`src/rtl/player_entry_bank_pkg.sv`:
```
// Shared definitions for the SUM game blocks: round states, default sizes, clog2 helper.
// Latency: n/a (types and constants only).
// Backpressure: n/a.
package game_pkg;

  // Round state of the entry bank.
  typedef enum logic [1:0] {
    IDLE    = 2'd0,
    COLLECT = 2'd1,
    DONE    = 2'd2
  } state_t;

  localparam int DEF_WIDTH       = 4;
  localparam int DEF_NUM_PLAYERS = 4;

  // Ceiling log2; returns at least 1 so a select bus is never zero-width.
  function automatic int clog2(input int value);
    int result;
    result = 0;
    while ((1 << result) < value) begin
      result = result + 1;
    end
    if (result < 1) begin
      result = 1;
    end
    return result;
  endfunction

  localparam int DEF_PSEL_W = clog2(DEF_NUM_PLAYERS);

endpackage

```
`src/rtl/player_entry_bank_if.sv`:
```
// Bundle between the access controller / input decoder and the entry bank.
// Latency: n/a (wires only).
// Backpressure: none; refused loads are signalled on 'rejected'.
// Ports: master drives round_start/ld/splayer/player_sel/din and observes the bank state;
//        slave (the bank) drives q/valid/all_loaded/sum/rejected/busy.
interface player_entry_bank_if
  import game_pkg::*;
#(
  parameter int WIDTH       = DEF_WIDTH,
  parameter int NUM_PLAYERS = DEF_NUM_PLAYERS,
  parameter int PSEL_W      = DEF_PSEL_W,
  parameter int SUM_W       = WIDTH + PSEL_W
) ();

  logic                         round_start;
  logic                         ld;
  logic                         splayer;
  logic [PSEL_W-1:0]            player_sel;
  logic [WIDTH-1:0]             din;
  logic [NUM_PLAYERS*WIDTH-1:0] q;
  logic [NUM_PLAYERS-1:0]       valid;
  logic                         all_loaded;
  logic [SUM_W-1:0]             sum;
  logic                         rejected;
  logic                         busy;

  modport master (
    output round_start, ld, splayer, player_sel, din,
    input  q, valid, all_loaded, sum, rejected, busy
  );

  modport slave (
    input  round_start, ld, splayer, player_sel, din,
    output q, valid, all_loaded, sum, rejected, busy
  );

endinterface

```
`src/rtl/player_entry_bank_entry_slot.sv`:
```
// One player entry: a WIDTH-bit value plus an "entered" flag, cleared at round start.
// Latency: 1 cycle from i_ld to o_q/o_valid.
// Backpressure: none; the caller only pulses i_ld for accepted loads.
// Ports: clk, rst (sync active-low), i_clr, i_ld, i_din in; o_q, o_valid out.
module entry_slot
  import game_pkg::*;
#(
  parameter int WIDTH = DEF_WIDTH
) (
  input  logic             clk,
  input  logic             rst,
  input  logic             i_clr,
  input  logic             i_ld,
  input  logic [WIDTH-1:0] i_din,
  output logic [WIDTH-1:0] o_q,
  output logic             o_valid
);

  logic [WIDTH-1:0] r_q;
  logic             r_valid;

  always_ff @(posedge clk) begin
    if (!rst) begin
      r_q     <= '0;
      r_valid <= 1'b0;
    end else if (i_clr) begin
      r_q     <= '0;
      r_valid <= 1'b0;
    end else if (i_ld) begin
      r_q     <= i_din;
      r_valid <= 1'b1;
    end
  end

  assign o_q     = r_q;
  assign o_valid = r_valid;

endmodule

```
`src/rtl/player_entry_bank.sv`:
```
// Per-player entry bank: captures one authorised number per player per round and sums them.
// Latency: 1 cycle from an accepted ld to q/valid/sum; rejected pulses 1 cycle after a refused ld.
// Backpressure: none; refused loads are dropped and flagged on 'rejected'.
// Ports: clk, rst (sync active-low) plain; bus (slave) carries round_start/ld/splayer/player_sel/din
//        in and q/valid/all_loaded/sum/rejected/busy out.
module player_entry_bank
  import game_pkg::*;
#(
  parameter int WIDTH       = DEF_WIDTH,
  parameter int NUM_PLAYERS = DEF_NUM_PLAYERS,
  parameter int PSEL_W      = DEF_PSEL_W,
  parameter int SUM_W       = WIDTH + PSEL_W
) (
  input  logic                 clk,
  input  logic                 rst,
  player_entry_bank_if.slave   bus
);

  localparam logic [PSEL_W:0] LP_NUM_PLAYERS = (PSEL_W + 1)'(NUM_PLAYERS);

  state_t r_state;
  state_t w_state_nxt;

  logic [NUM_PLAYERS*WIDTH-1:0] w_q;
  logic [NUM_PLAYERS-1:0]       w_valid;
  logic [NUM_PLAYERS-1:0]       w_ld_vec;
  logic                         w_req;
  logic                         w_in_range;
  logic                         w_sel_valid;
  logic                         w_accept;
  logic                         w_reject;
  logic                         w_last;
  logic                         w_busy;
  logic                         w_all_loaded;
  logic [SUM_W-1:0]             r_sum;
  logic                         r_rejected;

  // Slot storage.
  for (genvar g = 0; g < NUM_PLAYERS; g++) begin : g_slot
    entry_slot #(
      .WIDTH (WIDTH)
    ) u_slot (
      .clk     (clk),
      .rst     (rst),
      .i_clr   (bus.round_start),
      .i_ld    (w_ld_vec[g]),
      .i_din   (bus.din),
      .o_q     (w_q[g*WIDTH +: WIDTH]),
      .o_valid (w_valid[g])
    );
  end

  // Valid flag of the selected slot; out-of-range selects read as "not valid"
  // and are refused by the range check instead.
  always_comb begin
    w_sel_valid = 1'b0;
    for (int i = 0; i < NUM_PLAYERS; i++) begin
      if (bus.player_sel == PSEL_W'(i)) begin
        w_sel_valid = w_valid[i];
      end
    end
  end

  // round_start outranks ld, so a load arriving with it is neither taken nor flagged.
  // Unauthorised loads (splayer=0) never form a request at all.
  assign w_req      = bus.ld & bus.splayer & ~bus.round_start;
  assign w_in_range = ({1'b0, bus.player_sel} < LP_NUM_PLAYERS);

  // Accept/reject decode, per-slot load strobes, next state and status outputs.
  always_comb begin
    w_state_nxt  = r_state;
    w_accept     = 1'b0;
    w_reject     = 1'b0;
    w_ld_vec     = '0;
    w_last       = 1'b0;
    w_busy       = 1'b0;
    w_all_loaded = 1'b0;

    w_accept = w_req && (r_state == COLLECT) && w_in_range && !w_sel_valid;
    w_reject = w_req && !w_accept;

    for (int i = 0; i < NUM_PLAYERS; i++) begin
      w_ld_vec[i] = w_accept && (bus.player_sel == PSEL_W'(i));
    end

    // This accept fills the final empty slot.
    w_last = &(w_valid | w_ld_vec);

    case (r_state)
      IDLE: begin
        if (bus.round_start) begin
          w_state_nxt = COLLECT;
        end
      end
      COLLECT: begin
        w_busy = 1'b1;
        if (bus.round_start) begin
          w_state_nxt = COLLECT;
        end else if (w_accept && w_last) begin
          w_state_nxt = DONE;
        end
      end
      DONE: begin
        w_all_loaded = 1'b1;
        if (bus.round_start) begin
          w_state_nxt = COLLECT;
        end
      end
      default: begin
        w_state_nxt = IDLE;
      end
    endcase
  end

  always_ff @(posedge clk) begin
    if (!rst) begin
      r_state <= IDLE;
    end else begin
      r_state <= w_state_nxt;
    end
  end

  // Running sum of accepted entries; wraps modulo 2**SUM_W by definition.
  always_ff @(posedge clk) begin
    if (!rst) begin
      r_sum <= '0;
    end else if (bus.round_start) begin
      r_sum <= '0;
    end else if (w_accept) begin
      r_sum <= r_sum + SUM_W'(bus.din);
    end
  end

  always_ff @(posedge clk) begin
    if (!rst) begin
      r_rejected <= 1'b0;
    end else begin
      r_rejected <= w_reject;
    end
  end

  assign bus.q          = w_q;
  assign bus.valid      = w_valid;
  assign bus.sum        = r_sum;
  assign bus.rejected   = r_rejected;
  assign bus.busy       = w_busy;
  assign bus.all_loaded = w_all_loaded;

endmodule

```
`src/flat_wrapper.sv`:
```
// flat-port wrapper written by rule: the top's interface ports become plain ports
module player_entry_bank_flat import game_pkg::*;
#(
  parameter int WIDTH       = DEF_WIDTH,
  parameter int NUM_PLAYERS = DEF_NUM_PLAYERS,
  parameter int PSEL_W      = DEF_PSEL_W,
  parameter int SUM_W       = WIDTH + PSEL_W
)
  (clk, rst, bus_round_start, bus_ld, bus_splayer, bus_player_sel, bus_din, bus_q, bus_valid, bus_all_loaded, bus_sum, bus_rejected, bus_busy);
  player_entry_bank_if #(.WIDTH(WIDTH), .NUM_PLAYERS(NUM_PLAYERS), .PSEL_W(PSEL_W), .SUM_W(SUM_W)) bus_i ();
  input  logic clk;
  input  logic rst;
  input wire logic [$bits(bus_i.round_start)-1:0] bus_round_start;
  input wire logic [$bits(bus_i.ld)-1:0] bus_ld;
  input wire logic [$bits(bus_i.splayer)-1:0] bus_splayer;
  input wire logic [$bits(bus_i.player_sel)-1:0] bus_player_sel;
  input wire logic [$bits(bus_i.din)-1:0] bus_din;
  output wire logic [$bits(bus_i.q)-1:0] bus_q;
  output wire logic [$bits(bus_i.valid)-1:0] bus_valid;
  output wire logic [$bits(bus_i.all_loaded)-1:0] bus_all_loaded;
  output wire logic [$bits(bus_i.sum)-1:0] bus_sum;
  output wire logic [$bits(bus_i.rejected)-1:0] bus_rejected;
  output wire logic [$bits(bus_i.busy)-1:0] bus_busy;
  assign bus_i.round_start = bus_round_start;
  assign bus_i.ld = bus_ld;
  assign bus_i.splayer = bus_splayer;
  assign bus_i.player_sel = bus_player_sel;
  assign bus_i.din = bus_din;
  assign bus_q = bus_i.q;
  assign bus_valid = bus_i.valid;
  assign bus_all_loaded = bus_i.all_loaded;
  assign bus_sum = bus_i.sum;
  assign bus_rejected = bus_i.rejected;
  assign bus_busy = bus_i.busy;
  player_entry_bank #(.WIDTH(WIDTH), .NUM_PLAYERS(NUM_PLAYERS), .PSEL_W(PSEL_W), .SUM_W(SUM_W)) u_core (.clk(clk), .rst(rst), .bus(bus_i));
endmodule
```
`config.mk`:
```
export PLATFORM = sky130hd
export DESIGN_NAME = player_entry_bank_flat
export DESIGN_NICKNAME = d
export VERILOG_FILES = /design/src/rtl/player_entry_bank_pkg.sv /design/src/rtl/player_entry_bank_if.sv /design/src/rtl/player_entry_bank_entry_slot.sv /design/src/rtl/player_entry_bank.sv /design/src/flat_wrapper.sv
export SDC_FILE = /design/constraint.sdc
export NUM_CORES = 1
export LEC_CHECK = 0
export CAP_MARGIN = 20
export CORE_MARGIN = 3
export CORE_UTILIZATION = 36
export DETAILED_ROUTE_END_ITERATION = 10
export PLACE_DENSITY_LB_ADDON = 0.25
export SETUP_SLACK_MARGIN = 0.5
export SYNTH_ARGS = -nofsm -noshare
export SYNTH_HDL_FRONTEND = slang
export SYNTH_SLANG_ARGS = --single-unit
```
`constraint.sdc`:
```
create_clock -name clk -period 2.3 [get_ports clk]
set_input_delay 0.46 -clock clk [delete_from_list [all_inputs] [get_ports clk]]
set_output_delay 0.46 -clock clk [all_outputs]
set_load 0.02 [all_outputs]
```
=== Yosys cells after proc, flatten, opt, wreduce, memory -nomap -nowiden ===
Index checks and enable logic that the tools add are counted.

* Bitwise gates (word level): 5
* Add/sub/neg operators: 1
* Equal/unequal tests: 7
* Reduce and logical (&&, ||, !) cells: 16
* Muxes and demuxes: 10

{| class="wikitable"
|+ Operator list
! kind !! count
|-
| logical AND 1 bit || 8
|-
| adder 6 x 4 -> 6 bit || 1
|-
| equality test 2 bit (second input constant) || 3
|-
| 2-to-1 mux 1 bit || 6
|-
| 2-to-1 mux 2 bit || 3
|-
| equality test 2 x 1 -> 1 bit (second input constant) || 2
|-
| zero test 2 bit || 2
|-
| bitwise OR 4 bit || 1
|-
| case mux 2 bit (2 select lines) || 1
|-
| AND reduction 4 bit || 1
|-
| OR reduction 2 bit || 2
|-
| inequality test 3 bit (second input constant) || 1
|-
| AND 1 bit || 2
|-
| zero test 1 bit || 2
|-
| inequality test 2 x 1 -> 1 bit (second input constant) || 1
|-
| inverter 1 bit || 2
|-
| AND reduction 2 bit || 1
|}

* Logic and storage cells: 50
* Register bits after elaboration: 29

=== Logic depth before layout (Yosys ltp) ===
Gate-level depths: netlist of run 1.

* Depth after elaboration: 14
* Mapped depth: 7
* Depth with buffers taken out: 7

=== By module ===
A second synthesis of run 1 with hierarchy kept.

* Cells, all modules: 141
* Area, all modules: 1,340.0 µm²

{| class="wikitable"
|+ By module, submodules not included
! module !! sequential area each (µm²) !! area each (µm²) !! instances !! cells each
|-
| entry_slot || 100.1 || 180.2 || 4 || 17
|-
| player_entry_bank || 180.2 || 619.3 || 1 || 73
|}

=== Worst setup path after synthesis of run 1 ===
Ideal clock, no wire load.

* Kind: in2reg
* Start: input port bus_player_sel[0]
* End: register u_core.r_sum[5] (netlist: u_core.bus.sum[5])
* Setup time: 0.116 ns
* Path slack: 0.535 ns
* Arrival time: 1.649 ns
* Stages: 6
* Path buffers: 2
* Required time: 2.184 ns
* Cells stage by stage: buf_6 -> mux4_2 -> nor3_2 -> buf_6 -> a31oi_1 -> a41o_1

* Word-level cells in the longest chain between the ends: 7
* Elaborated cells between the ends (all ways): 10
* Those cells by class: eq/ne (3); mux (4); reduce/logical (3)

{| class="wikitable"
|+ Ends and longest elaborated chain
! item !! RTL line !! text
|-
| start: declaration || flat_wrapper.sv:16 || <nowiki>input wire logic [$bits(bus_i.player_sel)-1:0] bus_player_sel;</nowiki>
|-
| zero test 2 bit || player_entry_bank.sv:58 || <nowiki>if (bus.player_sel == PSEL_W'(i)) begin</nowiki>
|-
| 2-to-1 mux 1 bit (3 in a row) || player_entry_bank.sv:58 ||
|-
| 2-to-1 mux 1 bit (*) || player_entry_bank.sv:58 ||
|-
| zero test 1 bit (*) || player_entry_bank.sv:79 || <nowiki>w_accept = w_req && (r_state == COLLECT) && w_in_range && !w_sel_valid;</nowiki>
|-
| logical AND 1 bit (*) || player_entry_bank.sv:79 ||
|-
| end signal: assignment || player_entry_bank.sv:130 || <nowiki>r_sum <= r_sum + SUM_W'(bus.din);</nowiki>
|-
| end: declaration || player_entry_bank.sv:35 || <nowiki>logic [SUM_W-1:0] r_sum;</nowiki>
|}

Every way passes the cells marked *; elsewhere a longest branch is shown, timed or not.
A chain may end at the register's enable or synchronous reset.

=== Worst setup path after layout of run 1 ===
* Start: register u_core.r_sum[3] (netlist: u_core.bus.sum[3])
* End: output port bus_sum[3]

{| class="wikitable"
|+ RTL lines
! item !! RTL line !! text
|-
| end: declaration || flat_wrapper.sv:21 || <nowiki>output wire logic [$bits(bus_i.sum)-1:0] bus_sum;</nowiki>
|}

No word-level cell between the ends.

==> results of run 1 <==
==> layer usage <==
metal	track usage, %	vias up
met5	0	-
met4	7.20	0
met3	4.43	7
met2	24.8	47
met1	19.1	551
li1	-	592
==> sequential cells by signal, indices dropped and copies added, names as in the netlist <==
register,count
u_core.bus.rejected,1
u_core.g_slot.u_slot.o_valid,4
u_core.r_state,2
u_core.bus.sum,6
u_core.g_slot.u_slot.o_q,16
==> synth_stat cells (all sizes together) (2+ instances only) <==
cell and instances:
a211o 2, clkbuf 4, nand3b 3, buf 6
inv 8, o21a 2, nor2 25, mux2i 19
nor2b 2, nand3 2, dfxtp 29, nand2b 6
nand2 6, o21ai 3, ha 4, a21oi 5
a21o 2, nor4 2
==> cell families after synthesis <==
kind of cell | count (synthesis) | share of synthesized area [%]
DFF | 29 | 41.4
muxes | 20 | 15.2
AOI/OAI and AO/OA | 18 | 9.20
xor gates and xnor gates | 1 | 0.625
adders and majority gates | 5 | 5.00
and+or+nand+nor | 52 | 21.6
buffers and inverters | 18 | 6.96
==> layout make-up <==
class / instances / area share, %
multi-input cells: 96 / 37.1
flip-flops and latches: 29 / 28.8
repair buffers: 54 / 24.6
clock buffers: 7 / 4.78
well taps: 48 / 2.98
inverters: 8 / 1.49
clock inverters: 1 / 0.248
==> stage by stage <==
| step | hold slack [ns] | cells | cell area (µm²) | util (%) | setup WS [ns] |
|---|---|---|---|---|---|
| 2_1_floorplan | 0.465 | 143 | 1400 | - | 0.535 |
| 3_3_place_gp | 0.478 | 230 | 1860 | 50.0 | 0.0870 |
| 3_5_place_dp | 0.486 | 230 | 1860 | 50.0 | 0.0744 |
| 4_1_cts | 0.498 | 241 | 1990 | 53.5 | 0.510 |
| 5_1_grt | 0.531 | 243 | 2020 | 54.2 | 0.489 |
| 6_report | 0.495 | 243 | 2020 | 54.2 | 0.531 |
==> timing repair <==
action	in CTS	in global routing
resized for setup	12	5
pin swaps	3	2
buffers inserted	2	2
gates cloned	1	0
endpoints found under the setup margin	25	9
==> worst paths after layout <==
| kind | end | depth (start not counted) |
|---|---|---|
| hold reg to reg | u_core.g_slot[1].u_slot.o_q[0] | 2 |
| setup reg to reg | u_core.bus.sum[5] | 5 |
| setup / recovery | bus_sum[3] | 1 |
| hold / removal | u_core.g_slot[1].u_slot.o_q[0] | 2 |
==> power breakdown <==
group	leakage, µW	total (µW)	internal [µW]	switching, µW
registers	0.000234	508	505	2.44
clock network	0.0000542	454	270	184
logic	0.000575	96.1	45.2	50.9
total	0.000863	1060	821	238
==> metrics.cfg, run 1 <==
[route]
wl_met2_um = 1530
num_vias = 1197
topRoutingLayerUsed = met4
drc = 0
ant_nets = 0
wl_per_cell_um = 13.8
routedLengthMet1_um = 1530
via_per_inst = 4.93
dr.first_iter.drc_count = 62
first_pass_iters = 5
drt-total-wl_um = 3350
routed-wl-met3_um = 228

[floorplan]
initial_utilization_pct = 37.7
dieArea_mm2 = 0.00468
io_pins = 40
core_area_mm2 = 0.00372
num_rows = 22
fp.dieW_um = 68.4
die_h_um = 68.4

[sta]
slew-limit-headroom_pct = 82.8
fmax_ghz = 0.565
worst_pin_slew_ns = 0.257
fin_setup_tns_ns = 0
min_period_ns = 1.77
rsz0062_at_grt = yes
drv_slew = 0
timing.final.crit_share_pct = 76.9
skew_ns = 0.00152
finalSetupViolCount = 0
hold_violations = 0

[setup_path]
r2r_setup_slack_ns = 0.64
r2r-start = u_core.g_slot[3].u_slot.o_valid
path_cells = clkdlybuf4s50_1
critical_path.top_delay_family = buffers and inverters
start_kind = flip-flop
arrival_ns = 1.31
max_stage_delay_ns = 0.63
cp_slowest_cell = clkdlybuf4s50_1
cp_num_buf_inv = 1
criticalPathCategory = reg -> out
critPathRequiredTime_ns = 1.84
cp_max_fo = 3
critPathCaptureType = primary output
startpoint = u_core.bus.sum[3]

[cells_and_area]
multi_input_area_um2 = 748
diodes = 0
ff_latch_area_um2 = 581
syn2layout_area_growth_pct = 43.8
nNetsFinal = 210
fill_cells = 343
drive_gt1_share_pct = 17.9
mostFrequentLayoutCells = clkdlybuf4s50_1, dfxtp_1, nor2_1, mux2i_1, buf_4

[global_route]
antenna_found_initial = 0
grt_pass1_vias = 1199
grt_start_max_net_pins = 14
grt_overflow_total = 0
grt_first_pass_wirelength_um = 5440
track_usage_pct = 15.5

[clock_tree]
cts_buffer_depth = 2
cts_tree = done
root_buffer = clkbuf_8
h-tree-depth = 2
clk_pin_slew_ns = 0.06
numCtsBuffers = 5
cts_sinks = 29
hold_buffers = 0
clock_latency_ns = 0.27

[hold_path]
hp-start = u_core.g_slot[1].u_slot.o_q[0]
hold_class = reg -> reg

[synthesis]
seq_area_frac_synth_pct = 41.4
ys_ff_latch = 29
synth_cell_types = 35
yosys_warnings = 0
synth_edf_count = 0
synth_area_leaders = dfxtp_1, mux2i_1, nor2_1
synth_ff_type = dfxtp_1
ys_async_sr_fraction_pct = 0
syn-mean-instance-area_um2 = 9.80
netlist_instances = 143
synthesis.area_mm2 = 0.00140
synth_nets = 159
synth_top_area_cell = dfxtp_1
synth_top_area_share_pct = 41.4

[pwr]
power_uw = 1060
ir_worst_vdd_uv = 356
powerDensity_mw_per_mm2 = 525
leakage_uw = 0.000863

[placement]
port_buffers = 39
place.gp.congestion = 0.777
dp_hpwl_um = 2420

[run_status]
status = complete, no violations

[job]
max_cap_viol_count = 0

Power figures use the tool's default switching activity.
==> run 2: changes to the inputs <==
==> constraint.sdc (replaced) <==
create_clock -name clk -period 1.55 [get_ports clk]
set_input_delay 0.31 -clock clk [delete_from_list [all_inputs] [get_ports clk]]
set_output_delay 0.31 -clock clk [all_outputs]
set_load 0.02 [all_outputs]
==> metrics.cfg, run 2 (synthesized netlist as in run 1, its figures left out) <==
[sta]
timing.final.crit_share_pct = 102
slew-limit-headroom_pct = 78.8  ; was 82.8%
worst_slack_ns = -0.0384  ; was 0.531 ns
drv_slew = 0  ; unchanged
rsz0062_at_grt = yes  ; unchanged
worst_pin_slew_ns = 0.318  ; was 0.257 ns
fmax_ghz = 0.630
finalSetupViolCount = 3  ; was 0
min_period_ns = 1.59
skew_ns = 0.00556  ; was 0.00152 ns
hold_violations = 0  ; unchanged
hold_ws_ns = 0.475  ; was 0.495 ns

[clock_tree]
numCtsBuffers = 5  ; unchanged
cts_sinks = 29  ; unchanged
cts_tree = done  ; unchanged
cts_buffer_depth = 2  ; unchanged
root_buffer = clkbuf_8  ; unchanged
h-tree-depth = 2  ; unchanged
clock_latency_ns = 0.27  ; about the same
clk_pin_slew_ns = 0.06  ; about the same

[cells_and_area]
drive_gt1_share_pct = 60.8  ; was 17.9%
mostFrequentLayoutCells = buf_6, dfxtp_2, nor2_1, buf_4, mux2i_1  ; was clkdlybuf4s50_1, dfxtp_1, nor2_1, mux2i_1, buf_4
stdcell_count = 270  ; was 243
fill_cells = 304  ; was 343
largest_reg_flops = 16  ; unchanged
multi_input_area_um2 = 816  ; was 748 µm²
syn2layout_area_growth_pct = 75.7  ; was 43.8%
mostFrequentLayoutCell = buf_6
diodes = 0  ; unchanged
fin_area_mm2 = 0.00246  ; was 0.00202 mm²
ff_latch_area_um2 = 623  ; was 581 µm²
nNetsFinal = 237  ; was 210

[placement]
port_buffers = 39  ; unchanged
dp_hpwl_um = 2570  ; was 2420 µm
place.gp.congestion = 0.811  ; was 0.777
place_inst = 245  ; was 230
place_area_mm2 = 0.00198  ; was 0.00186 mm²

[setup_path]
criticalPathCategory = in -> reg  ; was reg -> out
critPathRequiredTime_ns = 1.71  ; was 1.84 ns
critPathCaptureType = flip-flop  ; was primary output
max_stage_delay_ns = 0.57  ; was 0.63 ns
cp_max_fo = 5  ; was 3
path_cells = clkdlybuf4s15_1, mux4_2, nor3_4, buf_6, a31oi_1, a41o_1  ; was clkdlybuf4s50_1
arrival_ns = 1.75  ; was 1.31 ns
crit_cells = 6  ; was 1
critical_path.top_delay_family = multiplexers  ; was buffers and inverters
worst_r2r_path_depth = 5  ; unchanged
cp_num_buf_inv = 2  ; was 1
start_kind = primary input  ; was flip-flop
cp_slowest_cell = mux4_2  ; was clkdlybuf4s50_1

[route]
wl_per_cell_um = 14.6  ; was 13.8 µm
num_vias = 1315  ; was 1197
routedLengthMet1_um = 1670  ; was 1530 µm
wl_met2_um = 1990  ; was 1530 µm
dr.first_iter.drc_count = 48  ; was 62
via_per_inst = 4.87  ; was 4.93
drc = 0  ; unchanged
ant_nets = 0  ; unchanged
drt-total-wl_um = 3940  ; was 3350 µm
routed-wl-met3_um = 242  ; was 228 µm
topRoutingLayerUsed = met4  ; unchanged
first_pass_iters = 4  ; was 5

[floorplan]
fp.dieW_um = 68.4  ; unchanged
die_h_um = 68.4  ; unchanged
core_area_mm2 = 0.00372  ; unchanged
dieArea_mm2 = 0.00468  ; unchanged
initial_utilization_pct = 37.7  ; unchanged
num_rows = 22  ; unchanged
io_pins = 40  ; unchanged

[global_route]
antenna_found_initial = 0  ; unchanged
grt_pass1_vias = 1358  ; was 1199
grt_overflow_total = 0  ; unchanged
grt_first_pass_wirelength_um = 6290  ; was 5440 µm
grt_start_max_net_pins = 16  ; was 14
track_usage_pct = 18.4  ; was 15.5%

[hold_path]
hold_path_depth = 5  ; was 2
hold_class = in -> reg  ; was reg -> reg

[pwr]
leakage_uw = 0.00110  ; was 0.000863 µW
power_uw = 1740  ; was 1060 µW
ir_worst_vdd_uv = 610  ; was 356 µV
powerDensity_mw_per_mm2 = 707  ; was 525 mW/mm²

[job]
max_cap_viol_count = 0  ; unchanged

[run_status]
violations = negative setup slack
status = finished, violations left  ; was complete, no violations

-- run 2: cell count changes in the layout (fill, tap and decap cells not counted), moves of 5 or more --
cell,change
buf_4,+9
dfxtp_2,+25
dlygate4sd2_1,-5
clkdlybuf4s50_1,-27
buf_6,+48
dfxtp_1,-28
-- run 2: path summary, 6_finish.rpt --
| check | start | to | slack [ns] |
|---|---|---|---|
| worst max-delay path | bus_player_sel[0] | u_core.bus.sum[5] | -0.04 |
| worst max register to register | u_core.g_slot[3].u_slot.o_valid | u_core.bus.sum[5] | -0.03 |
| worst min register to register | u_core.bus.sum[3] | u_core.bus.sum[3] | 0.50 |
| worst min-delay path | bus_round_start | u_core.bus.sum[4] | 0.47 |
-- run 2: per-layer routing --
| layer | vias to the layer above | GRT usage (%) |
|---|---|---|
| met5 | - | 0 |
| met4 | 0 | 7.69 |
| met3 | 4 | 4.93 |
| met2 | 44 | 31.3 |
| met1 | 623 | 21.5 |
| li1 | 644 | - |
-- run 2: cell type report --
class | count | area share (%)
Clock buffer | 7 | 3.51
Clock inverter | 1 | 1.22
Inverter | 8 | 1.32
Multi-Input combinational cell | 96 | 33.1
Sequential cell | 29 | 25.3
Tap cell | 48 | 2.44
Timing Repair Buffer | 81 | 33.1
-- run 2: repair_timing --
item                                    in CTS  in global routing
hold buffers                                 0                  0
setup buffers                                6                 10
pin swaps                                    8                 14
gates resized for setup                    235                 26
endpoints found under the setup margin      58                 58
gates cloned                                 1                  0
-- run 2: worst min-delay path: stages --
cell     delay, ns
buf_2         0.09
buf_4         0.10
nor2b_1       0.05
nand2_1       0.07
mux2i_1       0.07
-- run 2: where the power goes --
part / internal, µW / leakage [µW] / total (µW) / switching, µW
combinational: 99.1 / 0.000794 / 191 / 91.6
clock: 523 / 0.0000585 / 799 / 276
sequential: 745 / 0.000249 / 750 / 4.57
-- run 2: through the flow --
stage | util, % | TNS, ns | setup slack [ns]
after CTS | 61.9 | -0.134 | -0.0487
after global placement | 53.3 | -9.16 | -0.551
final | 66.3 | -0.0793 | -0.0384
after floorplan | - | -0.0785 | -0.0533
after detailed placement | 53.3 | -9.64 | -0.543
after global routing | 66.3 | -0.382 | -0.101
==> run 3: changes to the inputs <==
--- a/config.mk
+++ b/config.mk
@@ -8,6 +8,7 @@
 export CAP_MARGIN = 20
 export CORE_MARGIN = 3
 export CORE_UTILIZATION = 36
+export CTS_CLUSTER_SIZE = 30
 export DETAILED_ROUTE_END_ITERATION = 10
 export PLACE_DENSITY_LB_ADDON = 0.25
 export SETUP_SLACK_MARGIN = 0.5
==> results of run 3 <==
The final DEF is identical to that of run 2; final timing and power are the same.
